==> config.mk <==
export PLATFORM = sky130hd
export DESIGN_NAME = aexm_wbsched
export DESIGN_NICKNAME = d
export VERILOG_FILES = /design/src/rtl/aexm_pkg.sv /design/src/rtl/aexm_wbfifo.sv /design/src/rtl/aexm_wbsched.sv
export SDC_FILE = /design/constraint.sdc
export NUM_CORES = 1
export LEC_CHECK = 0
export BUFFER_PORTS_ARGS = -buffer_cell sky130_fd_sc_hd__buf_2
export CELL_PAD_IN_SITES_DETAIL_PLACEMENT = 2
export CELL_PAD_IN_SITES_GLOBAL_PLACEMENT = 2
export CORE_MARGIN = 2
export CORE_UTILIZATION = 37
export DETAILED_ROUTE_END_ITERATION = 8
export PLACE_DENSITY_LB_ADDON = 0.1
export SYNTH_ARGS = -nofsm -noshare
export SYNTH_HDL_FRONTEND = slang
export SYNTH_SLANG_ARGS = --single-unit
==> constraint.sdc <==
create_clock -name gclk -period 3.9 [get_ports gclk]
set_input_delay 0.39 -clock gclk [delete_from_list [all_inputs] [get_ports gclk]]
set_output_delay 0.39 -clock gclk [all_outputs]
set_load 0.02 [all_outputs]
==> src/rtl/aexm_pkg.sv <==
// aexm_pkg: shared widths, r0 constant and the load-return entry for the AEXM write-back path.
package aexm_pkg;
    localparam int AEXM_REG_W  = 5;
    localparam int AEXM_DATA_W = 32;
    localparam logic [AEXM_REG_W-1:0] AEXM_R0 = '0;
    typedef struct packed {
        logic [AEXM_REG_W-1:0]  rd;
        logic [AEXM_DATA_W-1:0] data;
    } ld_entry_t;
endpackage

==> src/rtl/aexm_wbfifo.sv <==
// aexm_wbfifo: power-of-two synchronous FIFO with a registered full flag and an occupancy counter.
module aexm_wbfifo #(
    parameter int DEPTH = 2,
    parameter int DW    = 37
) (
    input  logic                     gclk,
    input  logic                     grst,
    input  logic                     i_push,
    input  logic [DW-1:0]            i_din,
    input  logic                     i_pop,
    output logic [DW-1:0]            o_dout,
    output logic                     o_full,
    output logic                     o_empty,
    output logic [$clog2(DEPTH):0]   o_cnt
);
    localparam int AW = $clog2(DEPTH);
    logic [DW-1:0] r_mem [DEPTH];
    logic [AW-1:0] r_wp, r_rp;
    logic [AW:0]   r_cnt;
    logic          r_full;
    logic          w_push, w_pop;
    logic [AW:0]   w_cnt_nxt;
    assign w_push    = i_push & ~r_full;
    assign w_pop     = i_pop & (r_cnt != '0);
    assign w_cnt_nxt = r_cnt + {{AW{1'b0}}, w_push} - {{AW{1'b0}}, w_pop};
    assign o_dout    = r_mem[r_rp];
    assign o_full    = r_full;
    assign o_empty   = (r_cnt == '0);
    assign o_cnt     = r_cnt;
    always_ff @(posedge gclk or negedge grst) begin
        if (!grst) begin
            r_wp   <= '0;
            r_rp   <= '0;
            r_cnt  <= '0;
            r_full <= 1'b0;
        end else begin
            if (w_push) r_wp <= r_wp + 1'b1;
            if (w_pop) r_rp <= r_rp + 1'b1;
            r_cnt  <= w_cnt_nxt;
            r_full <= (w_cnt_nxt == (AW+1)'(DEPTH));
        end
    end
    // Storage carries no reset; occupancy alone decides validity.
    always_ff @(posedge gclk) begin
        if (w_push) r_mem[r_wp] <= i_din;
    end
endmodule

==> src/rtl/aexm_wbsched.sv <==
// aexm_wbsched: arbitrates the register-file write port between the ALU and buffered load returns,
// and keeps a load scoreboard that stalls decode on hazards against outstanding loads.
module aexm_wbsched
    import aexm_pkg::*;
#(
    parameter int LD_MAX   = 4,
    parameter int LQ_DEPTH = 2
) (
    input  logic        gclk,
    input  logic        grst,
    input  logic        iss_vld,
    input  logic        iss_ld,
    input  logic [4:0]  iss_ra,
    input  logic [4:0]  iss_rb,
    input  logic [4:0]  iss_rs,
    input  logic        iss_st,
    input  logic [4:0]  iss_rd,
    output logic        d_stall,
    input  logic        alu_we,
    input  logic [4:0]  alu_rd,
    input  logic [31:0] alu_data,
    input  logic        ld_vld,
    input  logic [4:0]  ld_rd,
    input  logic [31:0] ld_data,
    output logic        ld_rdy,
    output logic        wp_we,
    output logic [4:0]  wp_addr,
    output logic [31:0] wp_data,
    output logic [3:0]  pend_cnt
);
    localparam int CW = $clog2(LQ_DEPTH) + 1;
    logic [31:0]   r_sb, w_sb_nxt;
    logic [3:0]    r_pend;
    logic          r_wp_we;
    logic [4:0]    r_wp_addr;
    logic [31:0]   r_wp_data;
    ld_entry_t     w_head, w_din;
    logic          w_empty, w_full, w_alu, w_pop, w_pop_wr, w_ld_iss, w_unused;
    logic [CW-1:0] w_cnt;
    assign w_din  = '{rd: ld_rd, data: ld_data};
    aexm_wbfifo #(.DEPTH(LQ_DEPTH), .DW($bits(ld_entry_t))) u_fifo (
        .gclk    (gclk),
        .grst    (grst),
        .i_push  (ld_vld),
        .i_din   (w_din),
        .i_pop   (w_pop),
        .o_dout  (w_head),
        .o_full  (w_full),
        .o_empty (w_empty),
        .o_cnt   (w_cnt)
    );
    assign w_unused = ^w_cnt;
    assign ld_rdy   = ~w_full;
    assign w_alu    = alu_we & (alu_rd != AEXM_R0);
    assign w_pop    = ~w_alu & ~w_empty;
    // A stray return to r0 still drains, but never writes or releases a count.
    assign w_pop_wr = w_pop & (w_head.rd != AEXM_R0);
    assign d_stall  = iss_vld & (r_sb[iss_ra] | r_sb[iss_rb] | (iss_st & r_sb[iss_rs]) |
                      ((iss_rd != AEXM_R0) & r_sb[iss_rd]) | (iss_ld & (r_pend == 4'(LD_MAX))));
    assign w_ld_iss = iss_vld & ~d_stall & iss_ld & (iss_rd != AEXM_R0);
    always_comb begin
        w_sb_nxt = r_sb;
        if (w_pop_wr) w_sb_nxt[w_head.rd] = 1'b0;
        if (w_ld_iss) w_sb_nxt[iss_rd] = 1'b1;
    end
    always_ff @(posedge gclk or negedge grst) begin
        if (!grst) begin
            r_sb      <= '0;
            r_pend    <= '0;
            r_wp_we   <= 1'b0;
            r_wp_addr <= '0;
            r_wp_data <= '0;
        end else begin
            r_sb   <= w_sb_nxt;
            r_pend <= r_pend + {3'b0, w_ld_iss} - {3'b0, w_pop_wr};
            if (w_alu) begin
                r_wp_we   <= 1'b1;
                r_wp_addr <= alu_rd;
                r_wp_data <= alu_data;
            end else if (w_pop_wr) begin
                r_wp_we   <= 1'b1;
                r_wp_addr <= w_head.rd;
                r_wp_data <= w_head.data;
            end else begin
                r_wp_we   <= 1'b0;
            end
        end
    end
    assign wp_we    = r_wp_we;
    assign wp_addr  = r_wp_addr;
    assign wp_data  = r_wp_data;
    assign pend_cnt = r_pend;
endmodule
== Yosys cells after proc, flatten, opt, wreduce, memory -nomap -nowiden ==
Memories as Yosys holds them, arrays and structs flattened.
Index checks and enable logic that the tools add are counted.

* Reduce and logical (&&, ||, !) cells: 8
* $add $sub $neg: 6
* Order comparisons: 7
* Bitwise logic cells: 23
* Equal/unequal tests: 2
* Multiplexer cells: 22

{| class="wikitable"
|+ Operators with widths
! kind !! count
|-
| 2-to-1 mux 32 bit || 4
|-
| bitwise AND 32 bit || 1
|-
| NOT 32 bit || 1
|-
| bitwise OR 32 bit || 1
|-
| < comparator 5 x 6 -> 1 bit, second input constant || 5
|-
| binary-select mux 1 bit (select 5 bit) || 4
|-
| nonzero test 5 bit || 3
|-
| bitwise AND 1 bit || 12
|-
| demux 1 bit (select 5 bit) || 2
|-
| >= comparator 5 x 1 -> 1 bit, second input constant || 2
|-
| 2-to-1 mux 1 bit || 10
|-
| 2-to-1 mux 5 bit || 2
|-
| adder 4 x 1 -> 4 bit || 1
|-
| == test 4 x 3 -> 1 bit, second input constant || 1
|-
| NOT 1 bit || 4
|-
| bitwise OR 1 bit || 4
|-
| nonzero test 2 bit || 2
|-
| subtractor 4 x 1 -> 4 bit || 1
|-
| adder 1 bit, second input constant || 2
|-
| adder 2 x 1 -> 2 bit || 1
|-
| == test 2 bit, second input constant || 1
|-
| logical AND 1 bit || 2
|-
| zero test 2 bit || 1
|-
| subtractor 2 x 1 -> 2 bit || 1
|}

* Word-level logic and storage cells: 78
* Bits of input ports: 101
* Memories kept: 1
* Register bits after elaboration: 79
* Output and inout port bits: 44
* RAM bits: 74

{| class="wikitable"
|+ Memory list
! memory !! words !! width !! read ports !! clocked after Yosys merged registers in !! wr ports !! line !! text
|-
| u_fifo.r_mem || 2 || 37 || 1 || 0 || 1 || aexm_wbfifo.sv:17 || <nowiki>logic [DW-1:0] r_mem [DEPTH];</nowiki>
|}

== Depth between registers and ports, before layout ==
Gate-level depths: netlist of run 1.

* Depth after elaboration: 13
* Depth in mapped cells: 15
* Gate-level depth less buffers: 13

== Hierarchy ==
Synthesis of run 1 repeated with hierarchy kept, for this count alone.

* Cell total of the unflattened synthesis: 631
* Area total of the unflattened synthesis: 7861.3 sq um

{| class="wikitable"
|+ Modules (own cells, without submodules)
! module !! instances !! sequential area each (sq um) !! cells an instance !! area an instance (sq um)
|-
| aexm_wbsched || 1 || 1851.8 || 495 || 4869.7
|-
| aexm_wbfifo || 1 || 2347.3 || 136 || 2991.6
|}

== Least setup slack after synthesis of run 1 ==
OpenSTA, ideal clock, no wires.

* Path kind: in2reg
* Start: input port iss_rb[0]
* End: register r_pend[2] (netlist: pend_cnt[2])
* Library setup time: 0.122 ns
* Required time: 3.778 ns
* Arrival time: 3.309 ns
* Buffers on the path: 1
* Stages on the path: 12
* Slack: 0.469 ns
* Cells stage by stage: buf_4 -> mux4_2 -> o2111ai_1 -> o2111ai_2 -> nor4_2 -> nand3_2 -> or3_2 -> ha_1 -> inv_1 -> ha_1 -> fa_1 -> xor2_1

* Cells in the longest elaborated chain, start to end: 13

{| class="wikitable"
|+ RTL lines
! element !! line !! text
|-
| start, declared || aexm_wbsched.sv:14 || <nowiki>input logic [4:0] iss_rb,</nowiki>
|-
| binary-select mux 1 bit (select 5 bit) || aexm_wbsched.sv:58 || <nowiki>assign d_stall = iss_vld & (r_sb[iss_ra] | r_sb[iss_rb] | (iss_st & r_sb[iss_rs]) |</nowiki>
|-
| 2-to-1 mux 1 bit (not written as such) || aexm_wbsched.sv:58 ||
|-
| bitwise OR 1 bit (3 in a row) || aexm_wbsched.sv:58 ||
|-
| bitwise OR 1 bit || aexm_wbsched.sv:59 || <nowiki>((iss_rd != AEXM_R0) & r_sb[iss_rd]) | (iss_ld & (r_pend == 4'(LD_MAX))));</nowiki>
|-
| bitwise AND 1 bit || aexm_wbsched.sv:58 ||
|-
| NOT 1 bit || aexm_wbsched.sv:60 || <nowiki>assign w_ld_iss = iss_vld & ~d_stall & iss_ld & (iss_rd != AEXM_R0);</nowiki>
|-
| bitwise AND 1 bit (3 in a row) || aexm_wbsched.sv:60 ||
|-
| adder 4 x 1 -> 4 bit || aexm_wbsched.sv:75 || <nowiki>r_pend <= r_pend + {3'b0, w_ld_iss} - {3'b0, w_pop_wr};</nowiki>
|-
| subtractor 4 x 1 -> 4 bit || aexm_wbsched.sv:75 ||
|-
| end signal, assigned || aexm_wbsched.sv:75 ||
|-
| end, declared || aexm_wbsched.sv:33 || <nowiki>logic [3:0] r_pend;</nowiki>
|}

No other way between the ends. The select of a mux whose other input is x is not followed.
A chain may end at the register's enable or synchronous reset.

== Final worst setup path of run 1 ==
* Start: register r_sb[30]
* End: register r_pend[2] (netlist: pend_cnt[2])

* Cells in the longest elaborated chain, start to end: 13
* Elaborated cells on any way between the ends: 21
* Classes of those cells: add/sub: 2; mux: 8; bitwise: 11

{| class="wikitable"
|+ RTL lines
! element !! line !! text
|-
| start, declared || aexm_wbsched.sv:32 || <nowiki>logic [31:0] r_sb, w_sb_nxt;</nowiki>
|-
| start signal, assigned || aexm_wbsched.sv:74 || <nowiki>r_sb <= w_sb_nxt;</nowiki>
|-
| binary-select mux 1 bit (select 5 bit) || aexm_wbsched.sv:58 ||
|-
| 2-to-1 mux 1 bit (not written as such) || aexm_wbsched.sv:58 ||
|-
| bitwise OR 1 bit / bitwise AND 1 bit (equally long branches) || aexm_wbsched.sv:58 ||
|-
| bitwise OR 1 bit || aexm_wbsched.sv:58 ||
|-
| bitwise OR 1 bit (*) || aexm_wbsched.sv:58 ||
|-
| bitwise OR 1 bit (*) || aexm_wbsched.sv:59 ||
|-
| bitwise AND 1 bit (*) || aexm_wbsched.sv:58 ||
|-
| NOT 1 bit (*) || aexm_wbsched.sv:60 ||
|-
| bitwise AND 1 bit (*) (3 in a row) || aexm_wbsched.sv:60 ||
|-
| adder 4 x 1 -> 4 bit (*) || aexm_wbsched.sv:75 ||
|-
| subtractor 4 x 1 -> 4 bit (*) || aexm_wbsched.sv:75 ||
|}

Every way passes the cells marked *; elsewhere a longest branch is shown, timed or not. The select of a mux whose other input is x is not followed.

==> run summary, run 1 <==
The number of global-route vias before repair was 6584. The post-synthesis sequential area ratio is 0.561. The synthesized instance count came out at 626. The first TritonRoute pass finished after 4 iterations.

The post-cts gate resize count is 0. The fraction of post-synthesis cell area in the top cell type by area is 0.297. The maximum number of pins on one net before global-route repair is 72. The top achievable clock speed is 0.283 GHz. The post-route cell area is 0.00897 mm2. The final-report setup violation count is 0. The number of maximum-capacitance constraint violations is 0. Setup repair after global routing left no endpoint under its margin. The leakage power is 3.73 nW.

The via total after detailed routing is 5731. Yosys mapped the design onto 57 distinct sky130hd cell types. The worst setup path is launched from a flip-flop. Sorting the synthesized cells by area gives the leading types as sky130_fd_sc_hd__edfxtp_1, sky130_fd_sc_hd__dfrtp_1, sky130_fd_sc_hd__mux2i_1. The horizontal extent of the die came out at 146 um. The number of antenna violations at the first check in global routing came out at 1. The post-synthesis cell area is 0.00748 mm2. The post-synthesis to final-layout area growth is 19.8%.

The die is 146 um tall. After clock tree synthesis, the flow added hold-fix buffers numbering 0. The total track usage is 0.224. The overall overflow remaining after global route came out at 0. The classification of the worst setup path is reg2reg. By instance count, the leading cell after synthesis is sky130_fd_sc_hd__o21ai_0. The flow ran to the end, and the final reports show no timing, DRC or antenna violations.

The register bit count reported by yosys came out at 153. Once the clock tree was built, the setup fixing pass inserted 0 buffers. The fraction of registers with async set or reset after synthesis came out at 0.516. The number of levels the H-tree was split into is 4. The mean instance size in the synthesized netlist is 12.0 um2. The clock skew after layout came out at 0.0118 ns. The number of failing hold endpoints at the final stage came to 0. The post-detailed-placement half-perimeter wirelength came out at 16.6 mm. The antenna diode count came out at 0.

The instance area after placement came out at 0.00840 mm2. The largest driver fanout on the critical path came out at 5. STA classifies the critical path endpoint as a flip-flop. The internal power consumption is 3.66 mW. Routability-driven placement finished with a final weighted congestion of 0.895.

The biggest area contributor in the post-synthesis netlist is sky130_fd_sc_hd__edfxtp_1. The clock net sink count came out at 153. Dividing the detail-routed via count by the number of cells gives 5.52. Measured against its own limit, the worst slew margin works out to 0.207.

The mean routed wirelength per cell is 22.3 um. The number of cell rows came out at 52. The core outline area is 0.0200 mm2. In the synthesized netlist the dominant register cell turns out to be sky130_fd_sc_hd__dfrtp_1. Yosys printed 0 warnings. The clock latency on the worst-skew pair came out at 0.42 ns. The detail route stage leaves a number of antenna-violating nets equal to 0. The peak supply drop is 0.000354 V. Setup total negative slack on the finished layout was measured at 0 ns. The count of input and output buffers is 144. The initial cell density of the core came out at 0.373. In this run, the number of DRC markers left after iteration 0 of detailed routing was 258.

The slew at the pin with the worst max-slew slack came out at 1.19 ns. The wire length of the first global-routing pass is 37.2 mm. The combinational share of power is 0.305. The clock network fraction of design power is 0.284. The net load switching power came out at 1.99 mW.

After detailed routing, the number of remaining DRC violations is 0. The final wirelength came out at 23.2 mm. The total count of max-transition violations in the final report came out at 0.

The switching portion of total power came out at 0.352. Dividing the final minimum period by the clock period gives 0.906. The die area is 0.0214 mm2. The clock passes through at most 2 buffers. The clock period could shrink to 3.54 ns. TritonCTS built the clock tree. After clock tree synthesis, the clock-pin slew on the worst setup and hold paths is 0.07 ns. The final net count came out at 864. The number of buffers inserted during clock tree synthesis is 17. The count of boundary I/O pins came out at 145. The number of flops mapped to enable cells by yosys came out at 74.

The synthesized net count came out at 735. The data arrival at the endpoint of the critical path is 3.84 ns. The sequential cell fraction of total power is 0.412.

For the worst setup path, the data required time is 4.20 ns. Counting instances in the post-synthesis netlist gives the leading cell types as sky130_fd_sc_hd__o21ai_0, sky130_fd_sc_hd__nand2_1, sky130_fd_sc_hd__dfrtp_1. The min-delay analysis places its worst path in the category in2async. The ratio of cells with drive above 1 in the final layout is 0.288. Clock tree synthesis selected as its root buffer the cell sky130_fd_sc_hd__clkbuf_16. The power density over the cells came out at 630 mW/mm2.
-- area by class of cell --
cell class                 instances  area (um2)
inverter                          11        41.3
timing repair buffer             153         791
multi-input combinational        419        3030
clock buffer                      20         437
fill                            2116       11100
clock inverter                    12         128
sequential                       153        4200
tap                              270         338
-- worst max-delay path, stage by stage (launching register included) --
cell and delay [ns]:
sky130_fd_sc_hd__dfrtp_1 0.45, sky130_fd_sc_hd__mux4_2 0.49, sky130_fd_sc_hd__nor2b_1 0.16, sky130_fd_sc_hd__a221oi_2 0.18, sky130_fd_sc_hd__a31oi_1 0.14, sky130_fd_sc_hd__nor4_2 0.32
sky130_fd_sc_hd__nand3_2 0.10, sky130_fd_sc_hd__or3_2 0.49, sky130_fd_sc_hd__ha_1 0.29, sky130_fd_sc_hd__inv_1 0.04, sky130_fd_sc_hd__ha_1 0.21, sky130_fd_sc_hd__fa_1 0.39
sky130_fd_sc_hd__xor2_1 0.16
-- flip-flops by register name (all words and copies together), names as in the netlist --
name	cells
u_fifo.r_mem	74
r_sb	32
wp_data	32
wp_addr	5
pend_cnt	4
u_fifo.o_cnt	2
u_fifo.o_full	1
u_fifo.r_rp	1
u_fifo.r_wp	1
wp_we	1
-- cell usage in the layout, fill, tap and decap left out, types with 12 or more instances in the layout --
master	count
sky130_fd_sc_hd__dfrtp_1	78
sky130_fd_sc_hd__o41ai_1	22
sky130_fd_sc_hd__mux2i_1	67
sky130_fd_sc_hd__edfxtp_1	74
sky130_fd_sc_hd__clkbuf_16	17
sky130_fd_sc_hd__nand3_1	12
sky130_fd_sc_hd__o21ai_0	108
sky130_fd_sc_hd__nand2_1	86
sky130_fd_sc_hd__mux4_2	16
sky130_fd_sc_hd__buf_2	143
sky130_fd_sc_hd__nor2_1	13
-- power groups by stage --
stage          Combinational [mW]  Clock, mW  Sequential, mW
3_3_place_gp                 1.66          0            2.32
4_1_cts                      1.76       1.64            2.33
3_5_place_dp                 1.75          0            2.35
5_1_grt                      1.93       1.69            2.36
2_1_floorplan                1.04          0            2.41
6_report                     1.72       1.60            2.32
-- cells by family (layout without fill, tap and decap cells) --
logic type	count (synthesis)	count (layout)	synth area share
buffers and inverters	54	196	0.0353
adders and majority gates	8	8	0.0144
and+or+nand+nor	148	148	0.0926
AOI/OAI and AO/OA	169	169	0.142
DFF	153	153	0.561
muxes	88	88	0.147
xor gates and xnor gates	6	6	0.00702
-- through the flow --
step / setup slack, ns / utilization / std cells / power [mW] / hold WS, ns
floorplan: 0.469 / - / 626 / 3.45 / 0.0944
global placement: 0.269 / 0.419 / 1006 / 3.98 / 0.470
detailed placement: 0.103 / 0.419 / 1006 / 4.10 / 0.470
CTS: 0.350 / 0.447 / 1038 / 5.72 / 0.0415
global route: 0.203 / 0.447 / 1038 / 5.98 / 0.0670
finish: 0.365 / 0.447 / 1038 / 5.64 / 0.0159
-- worst paths after layout --
| kind | startpoint | endpoint | slack (ns) | cells past startpoint |
|---|---|---|---|---|
| worst max-delay path | r_sb[30]$_DFF_PN0_ | pend_cnt[2]$_DFF_PN0_ | 0.36 | 12 |
| worst min-delay path | grst | r_sb[0]$_DFF_PN0_ | 0.02 | 1 |
| min in group gclk | ld_data[23] | u_fifo.r_mem[1][23]$_DFFE_PP_ | 0.15 | 1 |
| worst min register to register | r_sb[0]$_DFF_PN0_ | r_sb[0]$_DFF_PN0_ | 0.48 | 0 |
| max in group asynchronous | grst | r_sb[8]$_DFF_PN0_ | 2.98 | 2 |
| worst max register to register | r_sb[30]$_DFF_PN0_ | pend_cnt[2]$_DFF_PN0_ | 0.36 | 12 |
-- per-layer routing --
metal  track usage  vias up  wire, um
met3        0.0581       24      1090
met5             0        -         0
li1              -     2613         -
met2         0.397      132     11900
met4        0.0607        0       376
met1         0.270     2962      9830
Note: power is estimated with default switching activity, not from simulation.
==> inputs of run 2 (changes only) <==
--- a/config.mk
+++ b/config.mk
@@ -7,8 +7,10 @@
 export LEC_CHECK = 0
 export BUFFER_PORTS_ARGS = -buffer_cell sky130_fd_sc_hd__buf_2
+export CAP_MARGIN = 20
 export CELL_PAD_IN_SITES_DETAIL_PLACEMENT = 2
 export CELL_PAD_IN_SITES_GLOBAL_PLACEMENT = 2
 export CORE_MARGIN = 2
 export CORE_UTILIZATION = 37
+export CTS_BUF_LIST = sky130_fd_sc_hd__clkbuf_8 sky130_fd_sc_hd__clkbuf_16
 export DETAILED_ROUTE_END_ITERATION = 8
 export PLACE_DENSITY_LB_ADDON = 0.1
==> constraint.sdc (replaced) <==
create_clock -name gclk -period 3.9 [get_ports gclk]
set_input_delay 0.39 -clock gclk [delete_from_list [all_inputs] [get_ports gclk]]
set_output_delay 0.39 -clock gclk [all_outputs]
set_load 0.1 [all_outputs]
==> run 2 against run 1 <==
Global-route usage increased by 0.33 points. Clock power increased by 6%. First-iteration DRC count is 12% lower. Sequential power hardly changed. Non-clock buffer count grew 1.
==> run summary, run 2 (synthesis gave the netlist of run 1 again) <==
The flow ran to the end, and the final reports show no timing, DRC or antenna violations. The clock network fraction of design power is 0.257. Leaving out fill and tap cells, the most frequent cell in the layout is sky130_fd_sc_hd__buf_2. The worst min-delay path category is in2async.

The power density over the cells is 726 mW/mm2. Broken down by cell family, the worst path's largest delay share belongs to simple AND/OR/NAND/NOR gates. The die extent in y is 146 um. The number of global-route vias before repair is 6626. The number of levels the H-tree was split into came out at 4.

The count of boundary I/O pins came out at 145. The register with the most flip-flops in the layout has 74 of them. The clock latency on the worst-skew pair came out at 0.43 ns. TritonCTS built the clock tree.

The leakage power came out at 3.77 nW. The switching portion of total power is 0.430. The final net count is 865. In the global route stage, overall resource usage came out at 0.227. The required time reported for the critical path endpoint is 4.21 ns.

The final wirelength is 23.4 mm. The horizontal extent of the die is 146 um. The layer flagged by global routing as most heavily used is met2.

The routed layout has 5744 vias. The net load switching power is 2.82 mW. The count of nets left with antenna violations after detail routing came out at 0. The classification of the worst setup path is reg2reg. Counting flops per register, the top entry is u_fifo.r_mem. The top achievable clock speed is 0.283 GHz. The combinational share of power is 0.389. Summing all placed instances gives a cell area of 0.00843 mm2. The initial cell density of the core came out at 0.373. The maximum single-stage delay on the critical path came out at 0.49 ns.

The met3 capacity usage during global routing is 0.0591. The die area is 0.0214 mm2. The total iterations of the first detailed-routing run is 7. The first routing iteration left 226 violations. The setup total negative slack is 0 ns. The peak supply drop came out at 0.000427 V.

The root buffer cell chosen for the clock tree is sky130_fd_sc_hd__clkbuf_16. The largest buffer count on any clock path came out at 2. The core utilization of the finished layout came out at 0.451. The total count of max-transition violations in the final report came out at 0. The worst setup path is launched from a flip-flop. The standard cell with the maximum stage delay on the critical path is sky130_fd_sc_hd__or3_2. The number of buffers added for setup after CTS is 0. The clock net sink count is 153.

The post-synthesis to final-layout area growth is 20.8%. The signal on the critical path passes through mux4_2, nor2b_1, a221oi_2, a31oi_1, nor4_2, nand3_2, or3_2, ha_1, inv_1, ha_1, fa_1, xor2_1. The largest driver fanout on the critical path came out at 5. The internal power consumption came out at 3.74 mW.

The number of antenna violations at the first check in global routing was 2. The number of buffer and inverter stages on the critical path is 1. The slew at the pin with the worst max-slew slack came out at 1.02 ns. The wire length of the first global-routing pass came out at 37.6 mm. The floorplan has 52 rows. The max-slew headroom at the worst pin came out at 0.318. The overall overflow remaining after global route is 0.

The post-route fraction of the period consumed by the critical path is 0.907. Setup repair after global routing left no endpoint under its margin. Leaving out fill and tap cells, the most frequent cells in the layout are sky130_fd_sc_hd__buf_2, sky130_fd_sc_hd__o21ai_0, sky130_fd_sc_hd__nand2_1, sky130_fd_sc_hd__dfrtp_1, sky130_fd_sc_hd__edfxtp_1. The post-detailed-placement half-perimeter wirelength is 16.8 mm. After detailed routing, the number of remaining DRC violations is 0.

The final weighted congestion in routability-driven placement came out at 0.895. The final critical-path required period is 3.54 ns. The number of clock buffers added by TritonCTS is 17. The sequential cell fraction of total power is 0.354. The number of failing hold endpoints at the final stage came out at 0.

The post-cts gate resize count came out at 0. The clock-pin slew of the registers on the worst-case setup and hold paths came out at 0.07 ns. The core outline area came out at 0.0200 mm2. The routing usage on met1 is 0.265.

Of the cells placed in the final design, the portion with a size suffix greater than 1 is 0.290. Data on the critical path arrives at its endpoint at 3.85 ns. Dividing the detail-routed via count by the number of cells gives 5.51. The post-route cell area came out at 0.00904 mm2. In the global route stage, met2 resource usage came out at 0.410. The kind of end point of the critical path is a flip-flop.

Across the routed clock network, the largest skew measured is 0.00970 ns. By instance count, the cell type seen most on the critical path is sky130_fd_sc_hd__ha_1. Setup violations remaining at the end of the flow were counted as 0. The number of maximum-capacitance constraint violations came out at 0. The worst setup timing slack at the placement stage came out at 0.108 ns. The mean routed wirelength per cell came out at 22.4 um. The minimum setup slack in the final design is 0.363 ns. The maximum number of pins on one net before global-route repair is 72. The number of buffers inserted for hold repair after clock tree synthesis came out at 0. The count of input and output buffers is 144.
==> run 2: cell types whose count changed in the layout (fill, tap and decap cells not counted), sizes merged <==
| cell | delta |
|---|---|
| clkbuf | -3 |
| diode | +3 |
| clkinvlp | -1 |
| clkinv | -1 |
| buf | +1 |
| bufinv | +1 |
| inv | +4 |
==> run 2: final cells by class <==
| type | instances | area, um2 |
|---|---|---|
| antenna | 3 | 7.51 |
| clock buffer | 17 | 425 |
| clock inverter | 15 | 176 |
| fill | 2112 | 11000 |
| inverter | 11 | 41.3 |
| multi-input combinational | 419 | 3030 |
| sequential | 153 | 4200 |
| tap | 270 | 338 |
| timing repair buffer | 154 | 818 |
==> run 2: power groups by stage <==
| stage | clock network [mW] | registers (mW) | logic, mW |
|---|---|---|---|
| final | 1.69 | 2.32 | 2.56 |
| after global routing | 1.78 | 2.37 | 2.75 |
| after CTS | 1.72 | 2.33 | 2.60 |
| after detailed placement | 0 | 2.35 | 2.57 |
| after global placement | 0 | 2.32 | 2.45 |
| after floorplan | 0 | 3.16 | 1.07 |
==> run 2: per-stage QoR <==
step	cells	total power [mW]	hold WS, ns
5_1_grt	1040	6.90	0.0675
3_5_place_dp	1007	4.92	0.469
2_1_floorplan	626	4.22	0.0944
3_3_place_gp	1006	4.77	0.470
4_1_cts	1039	6.65	0.0407
6_report	1042	6.57	0.0198
==> run 2: metal layers <==
layer	wire length, um	up-vias	part of all wire
met5	0	-	0
met3	1150	23	0.049
met1	9630	2958	0.41
met4	353	0	0.015
li1	-	2625	-
met2	12300	138	0.52
==> run 2: path summary, 6_finish.rpt <==
check,start,end,slack [ns],cells past startpoint
setup / recovery,r_sb[30]$_DFF_PN0_,pend_cnt[2]$_DFF_PN0_,0.36,12
hold / removal,grst,r_sb[0]$_DFF_PN0_,0.02,1
setup reg to reg,r_sb[30]$_DFF_PN0_,pend_cnt[2]$_DFF_PN0_,0.36,12
hold reg to reg,r_sb[0]$_DFF_PN0_,r_sb[0]$_DFF_PN0_,0.49,0
max in group asynchronous,grst,r_sb[8]$_DFF_PN0_,2.97,2
min in group gclk,ld_data[3],u_fifo.r_mem[0][3]$_DFFE_PP_,0.15,1
==> run 2: worst reg2reg max path, cell delays in order (launching register included) <==
cell,delay (ns)
sky130_fd_sc_hd__dfrtp_1,0.46
sky130_fd_sc_hd__mux4_2,0.47
sky130_fd_sc_hd__nor2b_1,0.16
sky130_fd_sc_hd__a221oi_2,0.18
sky130_fd_sc_hd__a31oi_1,0.14
sky130_fd_sc_hd__nor4_2,0.33
sky130_fd_sc_hd__nand3_2,0.10
sky130_fd_sc_hd__or3_2,0.49
sky130_fd_sc_hd__ha_1,0.29
sky130_fd_sc_hd__inv_1,0.04
sky130_fd_sc_hd__ha_1,0.21
sky130_fd_sc_hd__fa_1,0.39
sky130_fd_sc_hd__xor2_1,0.16
==> inputs of run 3 (changes only) <==
ABC_AREA = 1   (was default)
CORE_UTILIZATION = 33   (was 37)
==> run 3 against run 2 <==
Synthesized cell count grew 56%. Clock-buffer cell count is the same. Core utilization shrank 5.3 points. Via count grew 29%. Worst setup slack gained 0.50 ns. Die area grew 21%. Power grew 11%.
==> run summary, run 3 <==
The run finished with clean final reports. The post-route worst hold slack is 0.0389 ns. The via total after detailed routing is 7389. The sequential cell fraction of total power is 0.356. The wire length of the first global-routing pass came out at 46.3 mm. The number of buffers added for setup after CTS came out at 0.

The number of antenna violations at the first check in global routing came out at 6. In this run, CTS created clock tree buffers numbering 17. The number of global-route vias before repair is 8097. The synthesized net count is 1086.

The floorplan step set the die width to 161 um. Detailed placement ended at an HPWL of 20.3 mm. Setup repair after global routing left no endpoint under its margin. The number of buffers inserted for hold repair after clock tree synthesis is 0. The max-slew headroom at the worst pin came out at 0.378. The clock-pin slew of the registers on the worst-case setup and hold paths is 0.07 ns. The mean instance size in the synthesized netlist is 8.33 um2. The clock net sink count is 153. The post-layout total power is 7.29 mW.

The net load switching power is 3.67 mW. The commonest cells after synthesis are sky130_fd_sc_hd__nand2_1, sky130_fd_sc_hd__inv_1, sky130_fd_sc_hd__nor2_1. The worst register-to-register path begins at u_fifo.r_rp$_DFFE_PN0P_.

Counting the fill cells in the layout gives 2804. The Yosys warning count came out at 0. The core outline area is 0.0242 mm2. The peak supply drop is 0.000398 V. The post-route fraction of the period consumed by the critical path came out at 0.779. In this run the worst setup path begins at r_sb[17]$_DFF_PN0_. Synthesis handed over a netlist of 977 instances. Setup violations remaining at the end of the flow were counted as 0.

The switching portion of total power is 0.503. The register bit count reported by yosys came out at 153. The count of boundary I/O pins came out at 145. The leakage power is 4.48 nW. The final net count came out at 1208. Internal power comes to 3.63 mW. In the global route stage, overall resource usage came out at 0.233. The mean routed wirelength per cell came out at 20.4 um. The post-synthesis cell area is 0.00814 mm2. The count of cells along the worst register-to-register path is 12.

The required time reported for the critical path endpoint came out at 3.51 ns. The clock skew after layout is 0.0145 ns. In this run the worst setup path terminates at d_stall. For the final routed database, the setup TNS stands at 0 ns. The later pin in the worst-skew pair is clocked with a latency of 0.43 ns. The nature of the critical path startpoint is a flip-flop. By instance count, the leading cell after synthesis is sky130_fd_sc_hd__nand2_1. The number of levels the H-tree was split into is 4.

The total count of max-transition violations in the final report came out at 0. In the post-synthesis netlist, the biggest area contributors are sky130_fd_sc_hd__edfxtp_1, sky130_fd_sc_hd__dfrtp_1, sky130_fd_sc_hd__nand2_1. The number of flip-flops in the largest register is 74. Ranked by flip-flop count, first place goes to u_fifo.r_mem. The die covers 0.0259 mm2. The largest driver fanout on the critical path is 4. The library cell used most frequently in the layout, excluding fill and tap cells, is sky130_fd_sc_hd__nand2_1. Data on the critical path arrives at its endpoint at 2.65 ns. The total iterations of the first detailed-routing run is 4.

The number of failing hold endpoints at the final stage was 0. The classification of the worst setup path is reg2out. The count of input and output buffers is 144. The top achievable clock speed is 0.329 GHz. The number of distinct library cell variants in the gate-level netlist after synthesis is 35. The slew at the pin with the worst max-slew slack came out at 0.932 ns. The total DRC errors in the routed layout came out at 0.

The fraction of registers with async set or reset after synthesis came out at 0.516. The most used flip-flop cell after synthesis is sky130_fd_sc_hd__dfrtp_1. The library cells used most frequently in the layout, excluding fill and tap cells, are sky130_fd_sc_hd__nand2_1, sky130_fd_sc_hd__buf_2, sky130_fd_sc_hd__inv_1, sky130_fd_sc_hd__nor2_1, sky130_fd_sc_hd__dfrtp_1.

The synthesized design spends more area on one cell type than any other, namely sky130_fd_sc_hd__edfxtp_1. Clock tree synthesis selected as its root buffer the cell sky130_fd_sc_hd__clkbuf_16. The share of total power dissipated in combinational logic is 0.427. The post-cts gate resize count came out at 0. Entering global routing, the biggest net connects 64 pins. The final wirelength came out at 29.3 mm.

Of the synthesized area, sequential elements account for 0.516. The number of cell rows is 57. The worst register-to-register path has a setup slack of 0.90 ns. The final weighted congestion in routability-driven placement came out at 0.805. The detail route stage leaves a number of antenna-violating nets equal to 0. The capture point of the worst reg-to-reg path is pend_cnt[2]$_DFF_PN0_. The post-synthesis to final-layout area growth came out at 18.6%. Yosys mapped a number of flops with a built-in enable equal to 74.

In the final layout, the share of cells above drive strength 1 is 0.188. Dividing total power by cell area gives a power density of 755 mW/mm2. The per-cell via count in the routed design came out at 5.13. The overall overflow remaining after global route is 0.

The tightest min-delay check is of the in2async type. The number of maximum-capacitance constraint violations came out at 0. The fraction of post-synthesis cell area in the top cell type by area is 0.273. The worst path needs 3.04 ns of the cycle, external delays included. The initial cell density of the core came out at 0.336.

STA classifies the critical path endpoint as a primary output. TritonCTS built the clock tree. The first-iteration detailed-routing DRC count came out at 365. The clock network fraction of design power is 0.217. The longest clock path from root to sink contains 2 buffers. From bottom edge to top edge, the die measures 161 um.
run 3: cell types whose count changed in the layout (fill, tap and decap cells not counted), moves of 31 or more:
cell / before / now
sky130_fd_sc_hd__o211ai_1: 1 / 52
sky130_fd_sc_hd__inv_1: 13 / 113
sky130_fd_sc_hd__mux2i_1: 67 / 0
sky130_fd_sc_hd__o21ai_0: 108 / 34
sky130_fd_sc_hd__nand2_1: 86 / 275
sky130_fd_sc_hd__a31oi_1: 2 / 33
sky130_fd_sc_hd__nor2_1: 13 / 86
sky130_fd_sc_hd__nand3_1: 12 / 77
run 3: how the worst min path moves through the flow:
stage | endpoint | slack [ns] | cells past startpoint
2_1_floorplan | pend_cnt[0]$_DFF_PN0_ | 0.09 | 0
3_3_place_gp | u_fifo.o_cnt[1]$_DFF_PN0_ | 0.51 | 1
3_5_place_dp | r_sb[0]$_DFF_PN0_ | 0.51 | 0
4_1_cts | wp_data[9]$_DFFE_PN0P_ | 0.10 | 1
5_1_grt | wp_data[9]$_DFFE_PN0P_ | 0.1 | 1
6_report | wp_data[9]$_DFFE_PN0P_ | 0.04 | 1
run 3: metrics by stage:
stage                     area, um2  std cells   util  worst slack (ns)
after global routing           9660       1438  0.398             0.663
after detailed placement       9090       1404  0.375             0.642
final                          9660       1439  0.398             0.863
after floorplan                8140        977      -             0.655
after CTS                      9650       1436  0.398             0.849
after global placement         9090       1404  0.375             0.769
run 3: routing by layer:
| layer | vias up | track usage | share of wire |
|---|---|---|---|
| li1 | 3525 | - | - |
| met1 | 3681 | 0.288 | 0.43 |
| met2 | 147 | 0.407 | 0.50 |
| met3 | 32 | 0.0560 | 0.053 |
| met4 | 4 | 0.0625 | 0.018 |
| met5 | - | 0 | 0.00092 |
run 3: cells by family after synthesis:
logic type,synth area share
adders and majority gates,0.0132
and+or+nand+nor,0.253
DFF,0.516
xor gates and xnor gates,0.00646
buffers and inverters,0.0922
AOI/OAI and AO/OA,0.120
run 3: worst max-delay path, stage by stage, from the launching register on:
cell and delay [ns]:
sky130_fd_sc_hd__dfrtp_1 0.55, sky130_fd_sc_hd__inv_1 0.11, sky130_fd_sc_hd__a21oi_1 0.13, sky130_fd_sc_hd__o21ai_0 0.09, sky130_fd_sc_hd__nand2_1 0.08, sky130_fd_sc_hd__nand2_1 0.07, sky130_fd_sc_hd__nand2_1 0.08, sky130_fd_sc_hd__nand3_1 0.11
sky130_fd_sc_hd__nand2_1 0.10, sky130_fd_sc_hd__nor2_2 0.05, sky130_fd_sc_hd__and2_1 0.16, sky130_fd_sc_hd__nor2_1 0.19, sky130_fd_sc_hd__buf_2 0.48
run 3: final cells by class:
| class | count | area [um2] | area share |
|---|---|---|---|
| Clock inverter | 15 | 136 | 0.0141 |
| Multi-Input combinational cell | 652 | 3210 | 0.332 |
| Timing Repair Buffer | 156 | 826 | 0.0855 |
| Antenna cell | 3 | 7.51 | 0.000777 |
| Clock buffer | 17 | 425 | 0.0440 |
| Tap cell | 324 | 405 | 0.0420 |
| Inverter | 119 | 449 | 0.0465 |
| Sequential cell | 153 | 4200 | 0.435 |
run 3: power by group through the flow:
| stage | clock network (mW) | registers, mW | logic (mW) |
|---|---|---|---|
| 3_5_place_dp | 0 | 2.63 | 3.13 |
| 2_1_floorplan | 0 | 3.65 | 1.24 |
| 3_3_place_gp | 0 | 2.61 | 3.05 |
| 5_1_grt | 1.68 | 2.65 | 3.38 |
| 4_1_cts | 1.62 | 2.60 | 3.15 |
| 6_report | 1.58 | 2.60 | 3.11 |
